$ cat src/rtl/rf_wb_pkg.sv
// rf_wb_pkg: shared definitions for the register-file writeback path.
//   REG_W   - register index width
//   DATA_W  - register data width
//   ld_whb_e - load width/sign codes, shared with the datapath control decoder
package rf_wb_pkg;

  localparam int REG_W  = 5;
  localparam int DATA_W = 32;
  localparam int NREGS  = 32;

  typedef enum logic [2:0] {
    LD_LW  = 3'd0,
    LD_LH  = 3'd1,
    LD_LHU = 3'd2,
    LD_LB  = 3'd3,
    LD_LBU = 3'd4
  } ld_whb_e;

endpackage

$ cat src/rtl/rf_ld_extract.sv
// rf_ld_extract: combinational load-data alignment and extension.
// Ports:
//   word  (in, 32) raw memory word
//   whb   (in, 3)  load width/sign code (ld_whb_e); unknown codes act as LW
//   addr  (in, 2)  byte offset within the word
//   value (out, 32) aligned, sign/zero-extended result
module rf_ld_extract
  import rf_wb_pkg::*;
(
  input  logic [DATA_W-1:0] word,
  input  logic [2:0]        whb,
  input  logic [1:0]        addr,
  output logic [DATA_W-1:0] value
);

  logic [15:0] half_s;
  logic [7:0]  byte_s;

  // Select the addressed half-word and byte lanes.
  always_comb begin
    half_s = word[15:0];
    byte_s = word[7:0];
    if (addr[1]) begin
      half_s = word[31:16];
    end else begin
      half_s = word[15:0];
    end
    case (addr)
      2'd0:    byte_s = word[7:0];
      2'd1:    byte_s = word[15:8];
      2'd2:    byte_s = word[23:16];
      2'd3:    byte_s = word[31:24];
      default: byte_s = word[7:0];
    endcase
  end

  // Extend the selected lane according to the width/sign code.
  always_comb begin
    value = word;
    case (ld_whb_e'(whb))
      LD_LH:   value = {{16{half_s[15]}}, half_s};
      LD_LHU:  value = {16'h0000, half_s};
      LD_LB:   value = {{24{byte_s[7]}}, byte_s};
      LD_LBU:  value = {24'h000000, byte_s};
      default: value = word;
    endcase
  end

endmodule

$ cat src/rtl/rf_wb_arbiter.sv
// rf_wb_arbiter: arbitrates ALU and load writebacks onto one register-file
// write port and keeps a pending-write scoreboard for hazard checks.
// Ports:
//   clk, rst_n                     clock, async active-low reset
//   alu_vld/alu_rd/alu_data/alu_rdy ALU writeback requester
//   ld_vld/ld_rd/ld_data/ld_whb/ld_addr/ld_rdy load writeback requester
//   issue_vld/issue_rd             marks issue_rd as pending
//   chk_rs/chk_rt/stall            source-hazard query (combinational)
//   rf_we/rf_wa/rf_wd              registered register-file write port
//   busy                           pending-write scoreboard
// Configuration: define RF_WB_FAIR_EN to add a 2-bit age counter that lets a
// starved ALU request win over a load after three lost cycles. Without it,
// loads have strict priority.
module rf_wb_arbiter
  import rf_wb_pkg::*;
(
  input  logic              clk,
  input  logic              rst_n,
  input  logic              alu_vld,
  input  logic [REG_W-1:0]  alu_rd,
  input  logic [DATA_W-1:0] alu_data,
  output logic              alu_rdy,
  input  logic              ld_vld,
  input  logic [REG_W-1:0]  ld_rd,
  input  logic [DATA_W-1:0] ld_data,
  input  logic [2:0]        ld_whb,
  input  logic [1:0]        ld_addr,
  output logic              ld_rdy,
  input  logic              issue_vld,
  input  logic [REG_W-1:0]  issue_rd,
  input  logic [REG_W-1:0]  chk_rs,
  input  logic [REG_W-1:0]  chk_rt,
  output logic              stall,
  output logic              rf_we,
  output logic [REG_W-1:0]  rf_wa,
  output logic [DATA_W-1:0] rf_wd,
  output logic [NREGS-1:0]  busy
);

  logic              ld_acc_s;
  logic              alu_acc_s;
  logic [DATA_W-1:0] ld_val_s;
  logic              we_nxt_s;
  logic [REG_W-1:0]  wa_nxt_s;
  logic [DATA_W-1:0] wd_nxt_s;
  logic [NREGS-1:0]  busy_nxt_s;
  logic              rf_we_r;
  logic [REG_W-1:0]  rf_wa_r;
  logic [DATA_W-1:0] rf_wd_r;
  logic [NREGS-1:0]  busy_r;

  rf_ld_extract u_ld_extract (
    .word  (ld_data),
    .whb   (ld_whb),
    .addr  (ld_addr),
    .value (ld_val_s)
  );

`ifdef RF_WB_FAIR_EN
  logic [1:0] age_r;
  logic [1:0] age_nxt_s;
  logic       fair_s;

  // Ready generation: a saturated age counter hands the slot to the ALU.
  always_comb begin
    fair_s  = alu_vld & (age_r == 2'd3);
    ld_rdy  = ld_vld & ~fair_s;
    alu_rdy = alu_vld & (~ld_vld | fair_s);
  end

  // Age counter next state: count lost ALU cycles, clear on grant or idle.
  always_comb begin
    age_nxt_s = age_r;
    if (!alu_vld || alu_rdy) begin
      age_nxt_s = 2'd0;
    end else if (age_r != 2'd3) begin
      age_nxt_s = age_r + 2'd1;
    end else begin
      age_nxt_s = age_r;
    end
  end

  // Age counter register.
  always_ff @(posedge clk or negedge rst_n) begin
    if (!rst_n) begin
      age_r <= 2'd0;
    end else begin
      age_r <= age_nxt_s;
    end
  end
`else
  // Ready generation: strict load priority.
  always_comb begin
    ld_rdy  = ld_vld;
    alu_rdy = alu_vld & ~ld_vld;
  end
`endif

  // Select the accepted request; writes to r0 complete the handshake silently.
  always_comb begin
    ld_acc_s  = ld_vld & ld_rdy;
    alu_acc_s = alu_vld & alu_rdy;
    we_nxt_s  = 1'b0;
    wa_nxt_s  = rf_wa_r;
    wd_nxt_s  = rf_wd_r;
    if (ld_acc_s) begin
      we_nxt_s = (ld_rd != 5'd0);
      wa_nxt_s = ld_rd;
      wd_nxt_s = ld_val_s;
    end else if (alu_acc_s) begin
      we_nxt_s = (alu_rd != 5'd0);
      wa_nxt_s = alu_rd;
      wd_nxt_s = alu_data;
    end else begin
      we_nxt_s = 1'b0;
    end
  end

  // Scoreboard next state: clear on writeback first so a same-edge set wins.
  always_comb begin
    busy_nxt_s = busy_r;
    if (rf_we_r) begin
      busy_nxt_s[rf_wa_r] = 1'b0;
    end else begin
      busy_nxt_s = busy_r;
    end
    if (issue_vld && (issue_rd != 5'd0)) begin
      busy_nxt_s[issue_rd] = 1'b1;
    end else begin
      busy_nxt_s[issue_rd] = busy_nxt_s[issue_rd];
    end
    busy_nxt_s[0] = 1'b0;
  end

  // Write-port and scoreboard registers.
  always_ff @(posedge clk or negedge rst_n) begin
    if (!rst_n) begin
      rf_we_r <= 1'b0;
      rf_wa_r <= 5'd0;
      rf_wd_r <= 32'h0000_0000;
      busy_r  <= 32'h0000_0000;
    end else begin
      rf_we_r <= we_nxt_s;
      rf_wa_r <= wa_nxt_s;
      rf_wd_r <= wd_nxt_s;
      busy_r  <= busy_nxt_s;
    end
  end

  // Hazard query reads the registered scoreboard only (no writeback bypass).
  always_comb begin
    stall = busy_r[chk_rs] | busy_r[chk_rt];
  end

  assign rf_we = rf_we_r;
  assign rf_wa = rf_wa_r;
  assign rf_wd = rf_wd_r;
  assign busy  = busy_r;

endmodule

$ cat config.mk
export PLATFORM = sky130hd
export DESIGN_NAME = rf_wb_arbiter
export DESIGN_NICKNAME = d
export VERILOG_FILES = /design/src/rtl/rf_wb_pkg.sv /design/src/rtl/rf_ld_extract.sv /design/src/rtl/rf_wb_arbiter.sv
export SDC_FILE = /design/constraint.sdc
export NUM_CORES = 1
export LEC_CHECK = 0
export CORE_MARGIN = 1.5
export CORE_UTILIZATION = 40
export DETAILED_ROUTE_END_ITERATION = 6
export PLACE_DENSITY_LB_ADDON = 0.1
export SETUP_SLACK_MARGIN = 0.05
export SLEW_MARGIN = 20
export SYNTH_ARGS = -nofsm -noshare
export SYNTH_HDL_FRONTEND = slang
export SYNTH_SLANG_ARGS = --single-unit
$ cat constraint.sdc
create_clock -name clk -period 2.8 [get_ports clk]
set_input_delay 0.7 -clock clk [delete_from_list [all_inputs] [get_ports clk]]
set_output_delay 0.7 -clock clk [all_outputs]
set_load 0.01 [all_outputs]
==> results.py <==
metrics = {
    "power": {
        "peakVddDrop_v": 0.000284,
        "power_uw": 4390,
        "power_density_nw_per_um2": 576,
        "p_leak_uw": 0.00296,
    },
    "synth": {
        "synthMuxAreaShare": 0.141,
        "synth_area_leaders": "dfrtp_1 (34%), mux4_2 (6.6%), mux2i_1 (5.7%)",
        "ys_top_cells_by_count": "dfrtp_1 (69), o21ai_0 (47), nor2_1 (43)",
        "synth_area_um2": 5080,
        "yosys_warnings": 0,
        "synth-simple-area-share": 0.185,
        "synth-edff-count": 0,
        "synth_fa_ha_area_frac": 0,
        "syn_avg_cell_area_um2": 9.25,
        "syn-instance-count": 550,
        "synth-compound-area-share": 0.274,
        "synth_xor_area_frac": 0.00664,
        "synth_ff_type": "dfrtp_1",
        "synth_top_cell_by_area": "dfrtp_1",
        "yosysSeqAreaShare": 0.340,
        "yosysMostFrequentCell": "dfrtp_1",
        "syn-num-nets": 649,
        "ys_ff_latch": 69,
        "async_flop_share": 1.00,
        "synthDominantCellAreaShare": 0.340,
        "synth.distinct_cells": 66,
        "synth_top_family_by_area": "compound AO/OA/AOI/OAI gates",
    },
    "clocking": {
        "clk_latency_ns": 0.34,
        "h-tree-depth": 3,
        "clock-root-buffer": "clkbuf_16",
        "clkSinkCount": 69,
        "path_clk_slew_ns": 0.05,
        "clk_path_buf_depth": 2,
        "numCtsBuffers": 9,
        "cts_tree": "yes",
    },
    "final_layout": {
        "fin_util": 0.609,
        "drive_gt1_frac": 0.181,
        "stdcell_count": 922,
        "syn_to_final_growth_pct": 49.9,
        "n_fill_cell": 1124,
        "fin_nets": 844,
        "antennaDiodeCount": 0,
    },
    "critical_path": {
        "critical_path_class": "input port to output port",
        "rrSetupSlack_ns": 0.66,
        "cp-startpoint": "chk_rs[0]",
        "critPathMaxFanout": 6,
        "reg2reg_depth": 6,
        "arrival_ns": 2.15,
        "endpoint_kind": "output port",
        "critPathRequiredTime_ns": 2.10,
        "r2r_start": "rf_wa[3]$_DFFE_PN0P_",
        "crit_end": "stall",
        "r2r-end": "busy[18]$_DFF_PN0_",
        "start_kind": "input port",
    },
    "sta": {
        "hold_viol": 0,
        "worst_slack_ns": -0.0467,
        "fmax_ghz": 0.351,
        "tns_ns": -0.0467,
        "slew-limit-headroom": 0.522,
        "tightest_slew_ns": 0.708,
        "grt_setup_unrepaired": "yes",
        "period_needed_ns": 2.85,
        "fin_skew_ns": 0.00871,
        "finalCritPeriodShare": 1.02,
        "setup_viol": 1,
        "drv_slew": 0,
    },
    "detailed_routing": {
        "drc": 0,
        "routed_wl_mm": 18.7,
        "vias_per_cell": 5.79,
        "postRouteAntennaNets": 0,
        "drt_iter0_markers": 362,
        "avgRoutedWirePerCell_um": 20.2,
        "vias": 5340,
        "first_pass_iters": 5,
    },
    "placement": {
        "place_hpwl_mm": 14.2,
        "dp_slack_ns": -1.01,
        "gp_congestion": 0.947,
        "port_buffers": 170,
        "placedCellCount": 901,
    },
    "global_routing": {
        "grt_pass1_wl_mm": 28.7,
        "grt_start_max_net_pins": 70,
        "grt_use_total": 0.283,
        "grt_overflow": 0,
        "antenna_found_initial": 0,
        "first_global_vias": 5216,
    },
    "flow_run": {
        "maxCapViolCount": 0,
    },
    "outcome": {
        "status": "finished, violations left",
        "violations": "negative setup slack",
    },
    "min_path": {
        "hold_class": "input port to async pin",
    },
    "floorplanning": {
        "pin_count": 172,
        "initial_core_util": 0.406,
        "die_w_um": 116,
        "dieArea_um2": 13400,
        "die_h_um": 116,
        "core_area_um2": 12500,
        "rows": 41,
    },
}
==> cell families after synthesis <==
family / Yosys count
xor gates and xnor gates: 3
AOI/OAI and AO/OA: 197
and+or+nand+nor: 174
other: 1
buffers and inverters: 54
DFF: 69
muxes: 52
==> layout by cell type, fill, tap and decap left out, types with 3 or more instances in the layout <==
cell and n:
inv_1 4, nor2_1 42, a21oi_1 26, buf_12 6, mux4_2 15, o211ai_1 7
nand2_1 40, nand4b_1 3, a31oi_2 7, a211oi_1 32, nand3_1 4, nor3b_1 3
o21ai_0 47, o31ai_1 8, clkinv_4 3, mux2_2 6, clkbuf_16 9, mux2i_1 29
o221ai_1 9, clkdlybuf4s50_1 160, nand2b_1 8, buf_4 56, nor2b_1 36, a221oi_1 8
nand3b_1 6, a31oi_1 23, o21a_1 8, buf_2 4, nor3_1 8, buf_6 3
dfrtp_1 69
==> sequential cells by signal, indices dropped and copies added, names as in the netlist <==
signal and cells:
rf_wd 32, busy 31, rf_wa 5, rf_we 1
==> metrics by stage <==
step	hold WS (ns)	instance area, um^2
after floorplan	0.404	5090
after global placement	0.599	7230
after detailed placement	0.603	7230
after CTS	0.398	7600
after global routing	0.403	7620
final	0.361	7620
==> how the worst min path moves through the flow <==
| stage | startpoint | end | slack, ns | cells past startpoint |
|---|---|---|---|---|
| 2_1_floorplan | rst_n | busy[10]$_DFF_PN0_ | 0.40 | 0 |
| 3_3_place_gp | rf_wd[13]$_DFFE_PN0P_ | rf_wd[13]$_DFFE_PN0P_ | 0.60 | 3 |
| 3_5_place_dp | busy[1]$_DFF_PN0_ | busy[1]$_DFF_PN0_ | 0.60 | 2 |
| 4_1_cts | rst_n | busy[12]$_DFF_PN0_ | 0.40 | 2 |
| 5_1_grt | rst_n | busy[30]$_DFF_PN0_ | 0.40 | 2 |
| 6_report | rst_n | busy[31]$_DFF_PN0_ | 0.36 | 2 |
==> metal layers <==
layer / GRT usage / wire, um / vias up
met3: 0.0591 / 1380 / 34
li1: - / - / 2485
met1: 0.382 / 7980 / 2601
met5: 0 / 0 / -
met2: 0.459 / 8940 / 220
met4: 0.0911 / 373 / 0
==> worst max-delay path, stage by stage <==
cell      delay (ns)
buf_12          0.09
mux4_2          0.51
mux2_4          0.29
a211oi_2        0.25
o221ai_1        0.14
buf_2           0.16
==> layout make-up <==
class                   instances  area [um^2]  area share
repair buffers                233         2230       0.293
clock inverters                 6         70.1     0.00919
clock buffers                  10          239      0.0314
multi-input cells             427         3120       0.410
inverters                       5         18.8     0.00246
flip-flops and latches         69         1730       0.227
well taps                     172          215      0.0282
==> where the power goes <==
group          switching (uW)  internal [uW]  total, uW
Clock                     464            720       1180
Sequential                232           1190       1420
Combinational             781           1000       1780
==> timing repair <==
| item | in CTS | in global routing |
|---|---|---|
| endpoints found under the setup margin | 1 | 9 |
| gates resized for setup | 22 | 12 |
| pin swaps | 3 | 4 |
| hold buffers | 0 | 0 |
| gates cloned | 1 | 0 |
| endpoints found under the hold margin | 0 | 0 |
| setup buffers | 4 | 1 |
Note: power is estimated with default switching activity, not from simulation.
